[src/rtl/dds_tone.sv]
// dds_tone: direct-digital-synthesis tone source.
// A fractional rate accumulator produces a sample tick at an exact average
// rate of C_sample_freq from C_clk_freq. On each tick the phase advances by
// freq_word and the clamped gain is captured. The sine comes from a
// quarter-wave ROM with quadrant mirroring and a gain multiply. The tick
// occurs in cycle T, and pcm_valid pulses in cycle T+3.
// Optional build macro DDS_TRIANGLE_EN adds the wave_sel input, which selects
// a triangle waveform through the same pipeline and gain path.
module dds_tone #(
    parameter int unsigned C_clk_freq    = 25000000,
    parameter int unsigned C_sample_freq = 48000,
    parameter int unsigned C_phase_bits  = 24,
    parameter int unsigned C_lut_bits    = 8,
    parameter int unsigned C_pcm_bits    = 12
) (
    input  logic                         clk,
    input  logic                         reset,
    input  logic [C_phase_bits-1:0]      freq_word,
    input  logic [8:0]                   gain,
`ifdef DDS_TRIANGLE_EN
    input  logic                         wave_sel,
`endif
    output logic signed [C_pcm_bits-1:0] pcm,
    output logic                         pcm_valid
);

    localparam int unsigned C_acc_w     = 32;
    localparam int unsigned C_gain_w    = 9;
    localparam int unsigned C_mag_w     = C_pcm_bits - 1;
    localparam int unsigned C_rom_depth = 1 << C_lut_bits;
    localparam int unsigned C_prod_w    = C_pcm_bits + C_gain_w + 1;
    localparam int unsigned C_msb       = C_phase_bits - 1;
    localparam logic [C_gain_w-1:0] C_unity = C_gain_w'(256);

    // Q30 fixed-point constants used only while building the ROM.
    localparam longint C_pi_q30   = 64'sd3373259426;
    localparam longint C_half_q30 = 64'sd536870912;
    localparam longint C_amp      = longint'((1 << C_mag_w) - 1);

    // Evaluates one ROM entry: round(C_amp * sin(pi/2 * (k+0.5) / depth)).
    function automatic logic [C_mag_w-1:0] sine_entry(input int unsigned k);
        longint x;
        longint x2;
        longint term;
        longint sum;
        x    = (C_pi_q30 * longint'(2 * k + 1)) / longint'(4 * C_rom_depth);
        x2   = (x * x) >>> 30;
        term = x;
        sum  = x;
        for (int n = 1; n < 8; n++) begin
            term = -(((term * x2) >>> 30) / longint'((2 * n) * (2 * n + 1)));
            sum  = sum + term;
        end
        return C_mag_w'((sum * C_amp + C_half_q30) >>> 30);
    endfunction

    // Quarter-wave table, fixed at elaboration.
    logic [C_mag_w-1:0] rom_c [C_rom_depth];
    for (genvar g = 0; g < C_rom_depth; g++) begin : g_rom
        localparam logic [C_mag_w-1:0] C_entry = sine_entry(g);
        assign rom_c[g] = C_entry;
    end

    logic [C_acc_w-1:0]          acc_q, acc_d;
    logic [C_acc_w:0]            acc_sum_c;
    logic                        tick_c;
    logic [C_phase_bits-1:0]     phase_q, phase_d;
    logic [C_gain_w-1:0]         gain0_q, gain0_d;
    logic                        v0_q, v0_d;
    logic [C_lut_bits-1:0]       idx_c, addr_c;
    logic [C_mag_w-1:0]          mag_c;
    logic [C_mag_w-1:0]          mag1_q, mag1_d;
    logic                        neg1_q, neg1_d;
    logic [C_gain_w-1:0]         gain1_q, gain1_d;
    logic                        v1_q, v1_d;
    logic signed [C_pcm_bits-1:0] s_c;
    logic signed [C_prod_w-1:0]  prod_c;
    logic signed [C_pcm_bits-1:0] pcm_q, pcm_d;
    logic                        pcm_valid_q, pcm_valid_d;
`ifdef DDS_TRIANGLE_EN
    logic                        wave0_q, wave0_d;
    logic [C_mag_w-1:0]          tri_c;
`endif

    // Rate tick, stage 0 (phase/gain capture) and stage 1 (ROM addressing).
    always_comb begin
        acc_sum_c = {1'b0, acc_q} + (C_acc_w + 1)'(C_sample_freq);
        tick_c    = (acc_sum_c >= (C_acc_w + 1)'(C_clk_freq));
        acc_d     = tick_c ? C_acc_w'(acc_sum_c - (C_acc_w + 1)'(C_clk_freq))
                           : C_acc_w'(acc_sum_c);

        phase_d = phase_q;
        gain0_d = gain0_q;
        v0_d    = tick_c;
`ifdef DDS_TRIANGLE_EN
        wave0_d = wave0_q;
`endif
        if (tick_c) begin
            phase_d = phase_q + freq_word;
            gain0_d = (gain > C_unity) ? C_unity : gain;
`ifdef DDS_TRIANGLE_EN
            wave0_d = wave_sel;
`endif
        end

        idx_c  = phase_q[C_msb-2 -: C_lut_bits];
        addr_c = phase_q[C_msb-1] ? ~idx_c : idx_c;
        mag_c  = rom_c[addr_c];
`ifdef DDS_TRIANGLE_EN
        tri_c  = phase_q[C_msb-1] ? ~phase_q[C_msb-2 -: C_mag_w]
                                  : phase_q[C_msb-2 -: C_mag_w];
        if (wave0_q) begin
            mag_c = tri_c;
        end
`endif
        mag1_d  = v0_q ? mag_c : mag1_q;
        neg1_d  = v0_q ? phase_q[C_msb] : neg1_q;
        gain1_d = v0_q ? gain0_q : gain1_q;
        v1_d    = v0_q;
    end

    // Stage 2: sign restore, gain multiply and floor-shift to the output width.
    always_comb begin
        s_c         = neg1_q ? -$signed({1'b0, mag1_q}) : $signed({1'b0, mag1_q});
        prod_c      = C_prod_w'(s_c) * C_prod_w'($signed({1'b0, gain1_q}));
        pcm_d       = v1_q ? C_pcm_bits'(prod_c >>> 8) : pcm_q;
        pcm_valid_d = v1_q;
    end

    // Pipeline and accumulator registers; reset discards in-flight samples.
    always_ff @(posedge clk or posedge reset) begin
        if (reset) begin
            acc_q       <= '0;
            phase_q     <= '0;
            gain0_q     <= '0;
            v0_q        <= 1'b0;
            mag1_q      <= '0;
            neg1_q      <= 1'b0;
            gain1_q     <= '0;
            v1_q        <= 1'b0;
            pcm_q       <= '0;
            pcm_valid_q <= 1'b0;
`ifdef DDS_TRIANGLE_EN
            wave0_q     <= 1'b0;
`endif
        end else begin
            acc_q       <= acc_d;
            phase_q     <= phase_d;
            gain0_q     <= gain0_d;
            v0_q        <= v0_d;
            mag1_q      <= mag1_d;
            neg1_q      <= neg1_d;
            gain1_q     <= gain1_d;
            v1_q        <= v1_d;
            pcm_q       <= pcm_d;
            pcm_valid_q <= pcm_valid_d;
`ifdef DDS_TRIANGLE_EN
            wave0_q     <= wave0_d;
`endif
        end
    end

    assign pcm       = pcm_q;
    assign pcm_valid = pcm_valid_q;

endmodule
[config.mk]
export PLATFORM = sky130hd
export DESIGN_NAME = dds_tone
export DESIGN_NICKNAME = d
export VERILOG_FILES = /design/src/rtl/dds_tone.sv
export SDC_FILE = /design/constraint.sdc
export NUM_CORES = 1
export LEC_CHECK = 0
export ABC_AREA = 1
export CAP_MARGIN = 40
export CORE_MARGIN = 5
export CORE_UTILIZATION = 60
export CTS_CLUSTER_DIAMETER = 100
export CTS_CLUSTER_SIZE = 20
export DETAILED_ROUTE_END_ITERATION = 10
export PLACE_DENSITY_LB_ADDON = 0.15
export SYNTH_ARGS = -nofsm -noshare
export SYNTH_HDL_FRONTEND = slang
export SYNTH_SLANG_ARGS = --single-unit
[constraint.sdc]
create_clock -name clk -period 16.23 [get_ports clk]
set_clock_uncertainty 0.15 [all_clocks]
set_input_delay 3.246 -clock clk [delete_from_list [all_inputs] [get_ports clk]]
set_output_delay 3.246 -clock clk [all_outputs]
set_load 0.005 [all_outputs]
* After elaboration in Yosys (flattened, before gate mapping) *
Memory sizes are Yosys's and may differ from the RTL's. A register that Yosys moved wholly into a read port is not among the register bits.
Cells that the tools add are included.

word-level totals
  bits in registers = 90
  latch bits = 0
  bits in writable memories = 0
  memory bits (read-only) = 2816
  input port bits = 35
  output and inout bits = 13
  logic and storage cells = 23
  memories = 1

memories
  memory            depth  width  rd ports  clocked after Yosys merged registers in  write ports  line  source
  (name not given)  256    11     1         1                                        0            108   mag_c = rom_c[addr_c];

cells by class
  add/sub/neg operators = 4
  $mul = 1
  divide/modulo/power cells = 0
  magnitude comparators = 2
  eq/ne operators = 0
  shifts and indexed selects = 0
  multiplexer cells = 4
  bitwise operators = 2
  reductions and logical operators = 0

operators by type and width
  operator                number
  $add 32x16->33 const B  1
  $ge 33x25->1 const B    1
  $mux 32                 1
  $sub 32x25->32 const B  1
  $add 24x24->24          1
  $mul 12x10->20          1
  $mux 12                 1
  $neg 11->12             1
  $gt 9x9->1 const B      1
  $mux 9                  1
  $not 8->9               1
  $mux 8                  1
  $not 8->8               1

* Longest topological paths before layout *
Gate-level depths: netlist of the first run.

  depth in word-level cells = 3
  depth in mapped cells = 32
  mapped depth without buffers = 31

* Worst setup path before layout of the first run *
OpenSTA, ideal clock, no wires.

  path type = register to register
  from = register mag1_q[0]
  to = register pcm_q[6], in the netlist pcm[6]
  library setup time = 0.118 ns
  arrival = 5.471 ns
  required time = 15.962 ns
  setup slack = 10.491 ns
  cell stages (with the launch flop) = 26
  buffers on the path = 1
  clock period less this slack = 5.739 ns
  cell sequence = dfrtp_1 > clkbuf_1 > inv_1 > ha_1 > inv_1 > nor2_1 > nand2_1 > nand2_1 > xor2_1 > nand2_1 > fa_1 > inv_1 > fa_1 > fa_1 > fa_1 > inv_1 > fa_1 > inv_1 > ha_1 > a21oi_1 > o21ai_0 > a21oi_1 > nand2_1 > or2_2 > nand3_1 > nand2_1

between the ends
  longest elaborated chain between the ends = 3

RTL lines
  item                  line  source
  from (decl)           72    logic [C_mag_w-1:0] mag1_q, mag1_d;
  $neg 11->12           124   s_c = neg1_q ? -$signed({1'b0, mag1_q}) : $signed({1'b0, mag1_q});
  $mux 12 (*)           124
  $mul 12x10->20 (*)    125   prod_c = C_prod_w'(s_c) * C_prod_w'($signed({1'b0, gain1_q}));
  to (signal assigned)  155   pcm_q <= pcm_d;
  to (decl)             78    logic signed [C_pcm_bits-1:0] pcm_q, pcm_d;

Mark *: on every way between the ends. The rest lies on a longest branch, timed or not.
A chain may end at the register's enable or synchronous reset.

* Final worst setup path of the first run *
Same ends and word-level chain as after synthesis.

==> results_dict.tcl, run 1 <==
set metrics [dict create \
    status "completed" \
    clkSinkCount 95 \
    synth_xor_area_share_pct 3.96 \
    synthAdderAreaFrac_pct 21.5 \
    initial_core_util_pct 60.4 \
    syn-instance-count 2027 \
    antenna_found_initial 0 \
    drt_iter0_markers 1418 \
    critical_path_required_ns 16.38 \
    postSynth.asyncResetShare_pct 100 \
    clk_latency_ns 0.36 \
    min_from "phase_q[10]$_DFFE_PP0N_" \
    worst_hold_path.num_cells 2 \
    row_count 54 \
    holdCritPathClass "reg2reg" \
    arrival_ns 6.54 \
    hold_viol 0 \
    root_buffer "clkbuf_16" \
    grt_pass1_vias 13000 \
    viasPerCell 5.70 \
    p_total_mw 0.492 \
    r2r_slack_ns 9.84 \
    grt.overflow.total 0 \
    timing.fmax_mhz 157 \
    maxSlewViolCount 0 \
    hold_path_end "phase_q[10]$_DFFE_PP0N_" \
    avgSynthCellArea_sq_um 6.44 \
    timing.hold.ws_ns 0.330 \
    dieArea_sq_mm 0.0248 \
    synth_compound_area_share_pct 11.9 \
    ir_drop_mv 0.0512 \
    yosys.area_share.simple_pct 33.1 \
    synth.distinct_cells 49 \
    syn-num-nets 2234 \
    fin_nets 2248 \
    crit_type "reg2reg" \
    worst_setup_path_end_kind "flip-flop" \
    die_width_um 157 \
    syn2layout_area_growth_pct 7.24 \
    io_buffers 47 \
    avgRoutedWirePerCell_um 16.6 \
    tns_ns 0 \
    hpwl_um 30000 \
    die_h_um 157 \
    synth_edf_count 0 \
    finish.utilization_pct 64.7 \
    r2r-start "mag1_q[0]$_DFFE_PP0P_" \
    layout_commonest_cell "nand2_1" \
    power-per-cell-area_mw_per_mm2 35.1 \
    synth_mux_area_share_pct 0 \
    synth_top_area_share_pct 18.5 \
    cts_setup_buffers 0 \
    ys_ff_latch 95 \
    cts_hold_buf 0 \
    cts_tree "done" \
    start_kind "flip-flop" \
    drcViolationCount 0 \
    maxSlewHeadroom_pct 37.7 \
    reg2regPathDepth 25 \
    synth_top_family_by_area "simple AND/OR/NAND/NOR gates" \
    critPathMaxFanout 11 \
    h-tree-depth 3 \
    dr.pass1.iters 6 \
    yosysSeqAreaShare_pct 18.2 \
    clkTransAtPathRegs_ns 0.08 \
    yosys-top-cells-area "nand2_1 (19%), dfrtp_1 (18%), fa_1 (13%)" \
    drive_gt1_share_pct 3.42 \
    rr_endpoint "pcm[6]$_DFFE_PP0P_" \
    synth_area_sq_mm 0.0131 \
    final_area_sq_mm 0.0140 \
    post_cts_resized 0 \
    drv_cap 0 \
    clk_path_buf_depth 2 \
    design.core.area_sq_mm 0.0216 \
    period_share_pct 39.4 \
    numCtsBuffers 9 \
    grt_max_degree 79 \
    min_period_ns 6.39 \
    yosysWarnings 0 \
    p_leak_nw 7.30 \
    boundaryPins 48 \
    final_cell_mix "nand2_1 (645), inv_1 (304), nor2_1 (179)" \
    antennaDiodeCount 0 \
    dr_total_vias 13200 \
    ant_nets 0 \
    tightest_slew_ns 0.931 \
    track_usage_pct 32.0 \
    gp_congestion 1.01 \
    grt_first_pass_wirelength_um 64100 \
    placed_area_sq_mm 0.0137 \
    synth_ff_type "dfrtp_1" \
    synth_largest_area_cell "nand2_1" \
    setup_viol 0 \
    routed_wl_um 38600 \
    rsz0062_at_grt "false" \
]
metal layers:
metal	part of all wire [%]	vias up	track usage, %
met5	0	-	0
met4	3.3	0	11.1
met3	8.4	104	5.53
met2	45	616	51.1
met1	43	6081	44.1
li1	-	6448	-
stage by stage:
stage / setup slack (ns) / cells
global route: 9.40 / 2326
finish: 9.84 / 2326
global placement: 10.03 / 2310
floorplan: 10.36 / 2027
detailed placement: 9.96 / 2310
CTS: 9.91 / 2326
worst max-delay path by stage:
| stage | from | to | slack (ns) | depth (start not counted) |
|---|---|---|---|---|
| floorplan | reset | acc_q[10]$_DFF_PP0_ | 10.36 | 1 |
| global placement | mag1_q[0]$_DFFE_PP0P_ | pcm[6]$_DFFE_PP0P_ | 10.03 | 22 |
| detailed placement | mag1_q[0]$_DFFE_PP0P_ | pcm[6]$_DFFE_PP0P_ | 9.96 | 24 |
| CTS | mag1_q[0]$_DFFE_PP0P_ | pcm[6]$_DFFE_PP0P_ | 9.91 | 25 |
| global route | mag1_q[0]$_DFFE_PP0P_ | pcm[6]$_DFFE_PP0P_ | 9.40 | 25 |
| finish | mag1_q[0]$_DFFE_PP0P_ | pcm[6]$_DFFE_PP0P_ | 9.84 | 25 |
cells in the mapped netlist, types with 2 or more instances:
| cell type | n |
|---|---|
| a21o_1 | 5 |
| xnor2_1 | 23 |
| buf_4 | 2 |
| clkbuf_1 | 31 |
| dfrtp_1 | 95 |
| clkinv_1 | 3 |
| a31oi_1 | 18 |
| xor2_1 | 36 |
| nor4_1 | 6 |
| o211ai_1 | 11 |
| nand4_1 | 24 |
| ha_1 | 85 |
| o22ai_1 | 4 |
| nor3_1 | 17 |
| buf_1 | 5 |
| a211oi_1 | 4 |
| o21ai_1 | 2 |
| nand2_2 | 8 |
| nand2_1 | 645 |
| nor2_1 | 179 |
| or2_2 | 7 |
| buf_2 | 12 |
| a221oi_1 | 2 |
| inv_2 | 13 |
| clkbuf_2 | 2 |
| o31ai_1 | 4 |
| nand3b_1 | 10 |
| inv_1 | 305 |
| buf_6 | 4 |
| nor2_2 | 8 |
| a32oi_1 | 2 |
| o221ai_1 | 5 |
| a21oi_1 | 81 |
| o2111ai_1 | 6 |
| o21bai_1 | 5 |
| fa_1 | 87 |
| nand3_1 | 138 |
| o21ai_0 | 122 |
layout make-up:
type / count / area, sq um
multi-input combinational: 1554 / 9210
fill: 2045 / 7620
sequential: 95 / 2380
inverter: 322 / 1210
timing repair buffer: 59 / 561
tap: 280 / 350
clock buffer: 10 / 239
clock inverter: 6 / 50.0
kinds of logic (layout without fill, tap and decap cells):
group                    after synthesis  after routing
AND/OR/NAND/NOR                     1047           1047
AO/OA/AOI/OAI                        276            276
XOR/XNOR                              59             59
adder cells (fa/ha/maj)              172            172
buffers and inverters                378            397
flip-flops                            95             95
worst max-delay path: stages, from the launching register on:
cell,delay [ns]
dfrtp_1,0.50
inv_1,0.11
ha_1,0.17
inv_1,0.05
nor2_1,0.15
nand2_1,0.10
nand2_1,0.14
xor2_1,0.55
nand2_1,0.18
fa_1,0.58
inv_1,0.05
fa_1,0.46
fa_1,0.51
fa_1,0.55
inv_1,0.05
fa_1,0.49
inv_1,0.04
ha_1,0.35
nand2_1,0.11
nor2_1,0.26
nand4_1,0.12
or2_2,0.34
nand2_1,0.08
or2_2,0.10
nand3_1,0.05
nand2_1,0.08
where the power goes:
part / internal (mW) / switching (mW) / total [mW]
combinational: 0.0180 / 0.0225 / 0.0404
sequential: 0.237 / 0 / 0.237
clock: 0.111 / 0.104 / 0.215
total: 0.365 / 0.127 / 0.492
state kept, by name, indices dropped and copies added (netlist names):
| signal | cells |
|---|---|
| acc_q | 26 |
| gain0_q | 9 |
| gain1_q | 9 |
| mag1_q | 11 |
| neg1_q | 1 |
| pcm | 12 |
| pcm_valid | 1 |
| pcm_valid_d | 1 |
| phase_q | 24 |
| v0_q | 1 |
Power figures use the tool's default switching activity.
==> run 2: changes to the inputs <==
- clock period: 16.23 -> 6 ns (I/O delays scaled with it)
==> run 2 against run 1 <==
Against the previous run:
- power increased to 2.7 times the previous value
- critical path depth increased by 2
- cell count increased by 0.77%
- non-clock buffer count increased by 18
- flip-flop and latch count unchanged
- via count increased by 2.2%
- register-to-register slack got worse by 9.7 ns
- critical endpoint unchanged
- largest cell class unchanged
==> results_dict.tcl, run 2 (same netlist as run 1, synthesis figures left out) <==
set metrics [dict create \
    hold_viol 0 \
    cts_tree "done" \
    timing.fmax_mhz 172 \
    root_buffer "clkbuf_16" \
    clk_latency_ns 0.36 \
    arrival_ns 5.95 \
    met1_usage_pct 43.1 \
    fillers 1964 \
    largest_reg_flops 26 \
    power-per-cell-area_mw_per_mm2 91.9 \
    swShare_pct 26.2 \
    fin_nets 2266 \
    busiest_layer "met2" \
    crit_slowest_cell "fa_1" \
    path_depth 27 \
    gp_congestion 1.01 \
    ir_drop_mv 0.122 \
    dr_total_vias 13500 \
    critPathTopFamily "adder cells" \
    final_area_sq_mm 0.0144 \
    top_register "acc_q" \
    grtUsageMet3_pct 5.25 \
    dpl.cell_count 2321 \
    grt_first_pass_wirelength_um 63200 \
    worst_hold_path.num_cells 2 \
    holdCritPathClass "reg2reg" \
    boundaryPins 48 \
    drv_cap 0 \
    slowest_delay_ns 0.54 \
    syn2layout_area_growth_pct 10.4 \
    tightest_slew_ns 0.903 \
    crit_type "reg2reg" \
    reg2regPathDepth 27 \
    ant_nets 0 \
    grt.overflow.total 0 \
    hpwl_um 29600 \
    grt_max_degree 79 \
    combPwrFrac_pct 8.3 \
    period_share_pct 96.8 \
    clkTransAtPathRegs_ns 0.08 \
    fin_cells 2344 \
    clkSinkCount 95 \
    start_kind "flip-flop" \
    viasPerCell 5.77 \
    die_h_um 157 \
    track_usage_pct 31.3 \
    maxSlewHeadroom_pct 39.7 \
    avgRoutedWirePerCell_um 16.6 \
    p_clk_share_pct 43.4 \
    antennaDiodeCount 0 \
    row_count 54 \
    worst_setup_path_end_kind "flip-flop" \
    worst-path-buf-inv 5 \
    cts_hold_buf 0 \
    critical_path_required_ns 6.14 \
    dieArea_sq_mm 0.0248 \
    drive_gt1_share_pct 6.54 \
    h-tree-depth 3 \
    p_leak_nw 7.41 \
    die_width_um 157 \
    initial_core_util_pct 60.4 \
    numCtsBuffers 9 \
    grtUsageMet2_pct 50.7 \
    layout_commonest_cell "nand2_1" \
    maxSlewViolCount 0 \
    drcViolationCount 0 \
    setup_viol 0 \
    dr.pass1.iters 8 \
    p_int_mw 0.977 \
    antenna_found_initial 0 \
    clk_path_buf_depth 2 \
    switching_power_mw 0.347 \
    io_buffers 47 \
    min_period_ns 5.81 \
    design.core.area_sq_mm 0.0216 \
    drt_iter0_markers 1350 \
    critPathMaxFanout 6 \
    status "completed" \
    p_seq_share_pct 48.3 \
    final_cell_mix "nand2_1 (635), inv_1 (303), nor2_1 (173)" \
    placed_area_sq_mm 0.0138 \
    routed_wl_um 38800 \
    grt_pass1_vias 13000 \
    cp_common_cell "fa_1" \
]
-- run 2: changes by cell type in the layout (fill, tap and decap cells not counted), sizes merged --
cell	change
buf	+18
-- run 2: tightest hold or removal path, delay by kind of cell, from the launching register on --
| kind | cells | cell delay, ns |
|---|---|---|
| flip-flops | 1 | 0.35 |
| AND/OR/NAND/NOR | 2 | 0.11 |
-- run 2: routing by layer --
metal  vias up  part of all wire, %  routed length, um
li1       6486                    -                  -
met1      6292                   42              16400
met2       636                   46              17900
met3       120                  8.5               3290
met4         0                  3.1               1210
met5         -                    0                  0
-- run 2: layout make-up --
class | count | area (sq um) | share of cell area (%)
Tap cell | 280 | 350 | 2.43
Clock inverter | 6 | 51.3 | 0.356
Timing Repair Buffer | 77 | 699 | 4.85
Clock buffer | 10 | 229 | 1.59
Sequential cell | 95 | 2380 | 16.5
Inverter | 322 | 1220 | 8.45
Multi-Input combinational cell | 1554 | 9490 | 65.8
-- run 2: timing repair --
| action | in CTS | in global routing |
|---|---|---|
| setup endpoints to repair | 1 | 11 |
| pin swaps | 0 | 15 |
| buffers inserted | 0 | 7 |
| gates resized for setup | 1 | 66 |
-- run 2: path summary, 6_finish.rpt --
kind                                               from                       to  slack, ns
worst max-delay path              mag1_q[0]$_DFFE_PP0P_       pcm[6]$_DFFE_PP0P_       0.19
worst min-delay path            phase_q[10]$_DFFE_PP0N_  phase_q[10]$_DFFE_PP0N_       0.33
worst max register to register    mag1_q[0]$_DFFE_PP0P_       pcm[6]$_DFFE_PP0P_       0.19
max in group asynchronous                         reset    mag1_q[2]$_DFFE_PP0P_       3.48
worst min register to register  phase_q[10]$_DFFE_PP0N_  phase_q[10]$_DFFE_PP0N_       0.33
min in group asynchronous                         reset   phase_q[7]$_DFFE_PP0N_       1.08
-- run 2: power by group through the flow --
stage	Combinational [mW]	Clock [mW]	Sequential, mW
floorplan	0.0677	0	0.652
global placement	0.109	0	0.652
detailed placement	0.110	0	0.652
CTS	0.111	0.586	0.640
global route	0.123	0.606	0.640
finish	0.110	0.575	0.640
-- run 2: through the flow --
stage	TNS (ns)	util, %	worst slack (ns)	hold slack (ns)	total power, mW
CTS	0	65.2	0.0102	0.337	1.34
global placement	0	63.8	0.231	0.307	0.761
global route	-0.324	66.7	-0.0701	0.356	1.37
detailed placement	0	63.8	0.0613	0.319	0.762
finish	0	66.7	0.190	0.332	1.32
floorplan	0	-	0.261	0.202	0.720
==> run 3: changes to the inputs <==
- CORE_UTILIZATION: 60 -> 40
==> run 3 against run 2 <==
Against the previous run:
- utilization down 21 points
- largest power group unchanged
- critical path depth down 3
- die area rose by 47%
- worst hold slack hardly changed
- power decreased by 0.14%
- flip-flop and latch count unchanged
- cell area is 1.9% higher
- critical path type unchanged
- maximum frequency rose by 1.8%
==> results_dict.tcl, run 3 (same netlist as run 1, synthesis figures left out) <==
set metrics [dict create \
    crit_slowest_cell "fa_1" \
    tns_ns 0 \
    r2r-start "mag1_q[0]$_DFFE_PP0P_" \
    cts_hold_buf 0 \
    grt.overflow.total 0 \
    start_kind "flip-flop" \
    design.core.area_sq_mm 0.0324 \
    swShare_pct 26.3 \
    critPathMaxFanout 7 \
    gp_congestion 1.00 \
    clkSinkCount 95 \
    root_buffer "clkbuf_16" \
    holdCritPathClass "reg2reg" \
    clkTransAtPathRegs_ns 0.07 \
    cts_tree "done" \
    maxSlewHeadroom_pct 43.4 \
    ant_nets 0 \
    routed_wl_um 40900 \
    dr_total_vias 13200 \
    initial_core_util_pct 40.3 \
    combPwrFrac_pct 8.5 \
    crit_type "reg2reg" \
    die_h_um 191 \
    dpl.cell_count 2493 \
    p_int_mw 0.975 \
    final_cell_mix "nand2_1 (632), inv_1 (300), nor2_1 (173)" \
    tightest_slew_ns 0.845 \
    row_count 66 \
    switching_power_mw 0.348 \
    status "completed" \
    clk_latency_ns 0.36 \
    boundaryPins 48 \
    slowest_delay_ns 0.55 \
    grt_max_degree 78 \
    path_depth 24 \
    critPathLaunch "mag1_q[0]$_DFFE_PP0P_" \
    fin_nets 2276 \
    p_seq_share_pct 48.4 \
    fin_cells 2516 \
    placed_area_sq_mm 0.0141 \
    min_from "gain0_q[8]$_DFFE_PP0N_" \
    critPathTopFamily "adder cells" \
    reg2regPathDepth 24 \
    dieArea_sq_mm 0.0363 \
    rr_endpoint "pcm[9]$_DFFE_PP0P_" \
    crit_end "pcm[9]$_DFFE_PP0P_" \
    worstPathCellList "inv_1 > ha_2 > inv_1 > nor2_4 > nand2_2 > nand2_2 > xor2_1 > buf_4 > nand2_1 > fa_1 > inv_1 > fa_1 > fa_1 > fa_1 > inv_1 > fa_1 > inv_1 > ha_4 > a21oi_2 > buf_4 > o21ai_0 > a211oi_2 > nand3_1 > a31oi_1" \
    antennaDiodeCount 0 \
    setup_viol 0 \
    viasPerCell 5.24 \
    drcViolationCount 0 \
    grt_pass1_vias 13000 \
    numCtsBuffers 9 \
    top_register "acc_q" \
    clk_path_buf_depth 2 \
    ir_drop_mv 0.156 \
    r2r_slack_ns 0.29 \
    drive_gt1_share_pct 7.23 \
    period_share_pct 95.1 \
    final_area_sq_mm 0.0147 \
    grt_first_pass_wirelength_um 67500 \
    p_clk_share_pct 43.1 \
    dr.pass1.iters 6 \
    h-tree-depth 3 \
    min_period_ns 5.71 \
    critical_path_required_ns 6.13 \
    antenna_found_initial 1 \
    layout_commonest_cell "nand2_1" \
    avgRoutedWirePerCell_um 16.3 \
    timing.fmax_mhz 175 \
    worst-path-buf-inv 7 \
    worst_setup_path_end_kind "flip-flop" \
    drv_cap 0 \
    maxSlewViolCount 0 \
    power-per-cell-area_mw_per_mm2 90.0 \
    syn2layout_area_growth_pct 12.5 \
    drt_iter0_markers 1207 \
    hold_viol 0 \
    die_width_um 191 \
    track_usage_pct 22.9 \
    largest_reg_flops 26 \
    hpwl_um 32100 \
    p_total_mw 1.32 \
    io_buffers 47 \
    worst_hold_path.num_cells 2 \
    arrival_ns 5.83 \
    fillers 3449 \
    p_leak_nw 7.47 \
]
run 3: changes by cell type in the layout (fill, tap and decap cells not counted), moves of 3 or more:
cell,before,now
buf_4,29,39
inv_1,303,300
inv_2,14,17
nand2_1,635,632
nand3_1,138,135
nand3_2,1,4
o21ai_0,115,118
run 3: worst reg2reg max path: stages, from the launching register on:
cell and delay [ns]:
dfrtp_1 0.43, inv_1 0.08, ha_2 0.17, inv_1 0.06, nor2_4 0.13, nand2_2 0.08
nand2_2 0.10, xor2_1 0.14, buf_4 0.17, nand2_1 0.08, fa_1 0.55, inv_1 0.06
fa_1 0.46, fa_1 0.51, fa_1 0.54, inv_1 0.05, fa_1 0.49, inv_1 0.07
ha_4 0.26, a21oi_2 0.19, buf_4 0.13, o21ai_0 0.16, a211oi_2 0.29, nand3_1 0.11
a31oi_1 0.16
run 3: metal layers:
metal | track usage [%] | part of all wire, % | vias to the layer above
li1 | - | - | 6503
met1 | 33.1 | 46 | 6132
met2 | 36.0 | 44 | 473
met3 | 3.15 | 7.0 | 74
met4 | 6.16 | 2.5 | 2
met5 | 0 | 0.032 | -
run 3: per-stage QoR:
stage	setup slack [ns]	hold slack (ns)	util, %
6_report	0.294	0.331	45.4
5_1_grt	-0.0149	0.352	45.4
4_1_cts	0.0272	0.333	44.4
3_5_place_dp	-0.000797	0.314	43.5
3_3_place_gp	0.115	0.310	43.4
2_1_floorplan	0.261	0.202	-
run 3: worst min path at each step:
stage | slack, ns | to
after floorplan | 0.20 | pcm_valid_d$_DFF_PP0_
after global placement | 0.31 | phase_q[3]$_DFFE_PP0N_
after detailed placement | 0.31 | gain0_q[8]$_DFFE_PP0N_
after CTS | 0.33 | gain0_q[8]$_DFFE_PP0N_
after global routing | 0.35 | gain0_q[4]$_DFFE_PP0N_
final | 0.33 | gain0_q[8]$_DFFE_PP0N_
run 3: layout make-up:
cell class	count	area, sq um	area share [%]
multi-input cells	1554	9480	64.6
clock buffers	9	225	1.53
well taps	442	553	3.77
repair buffers	87	778	5.30
clock inverters	7	52.6	0.358
flip-flops and latches	95	2380	16.2
inverters	322	1220	8.29
run 3: timing repair:
item                       CTS  global route
gates resized for setup      2            67
buffers inserted             0             7
setup endpoints to repair    1            12
pin swaps                    0            12
run 3: power by group through the flow:
stage | clock (mW) | sequential (mW) | combinational (mW)
global placement | 0 | 0.652 | 0.114
global route | 0.620 | 0.640 | 0.128
CTS | 0.593 | 0.640 | 0.115
floorplan | 0 | 0.652 | 0.0677
detailed placement | 0 | 0.652 | 0.114
finish | 0.570 | 0.640 | 0.113
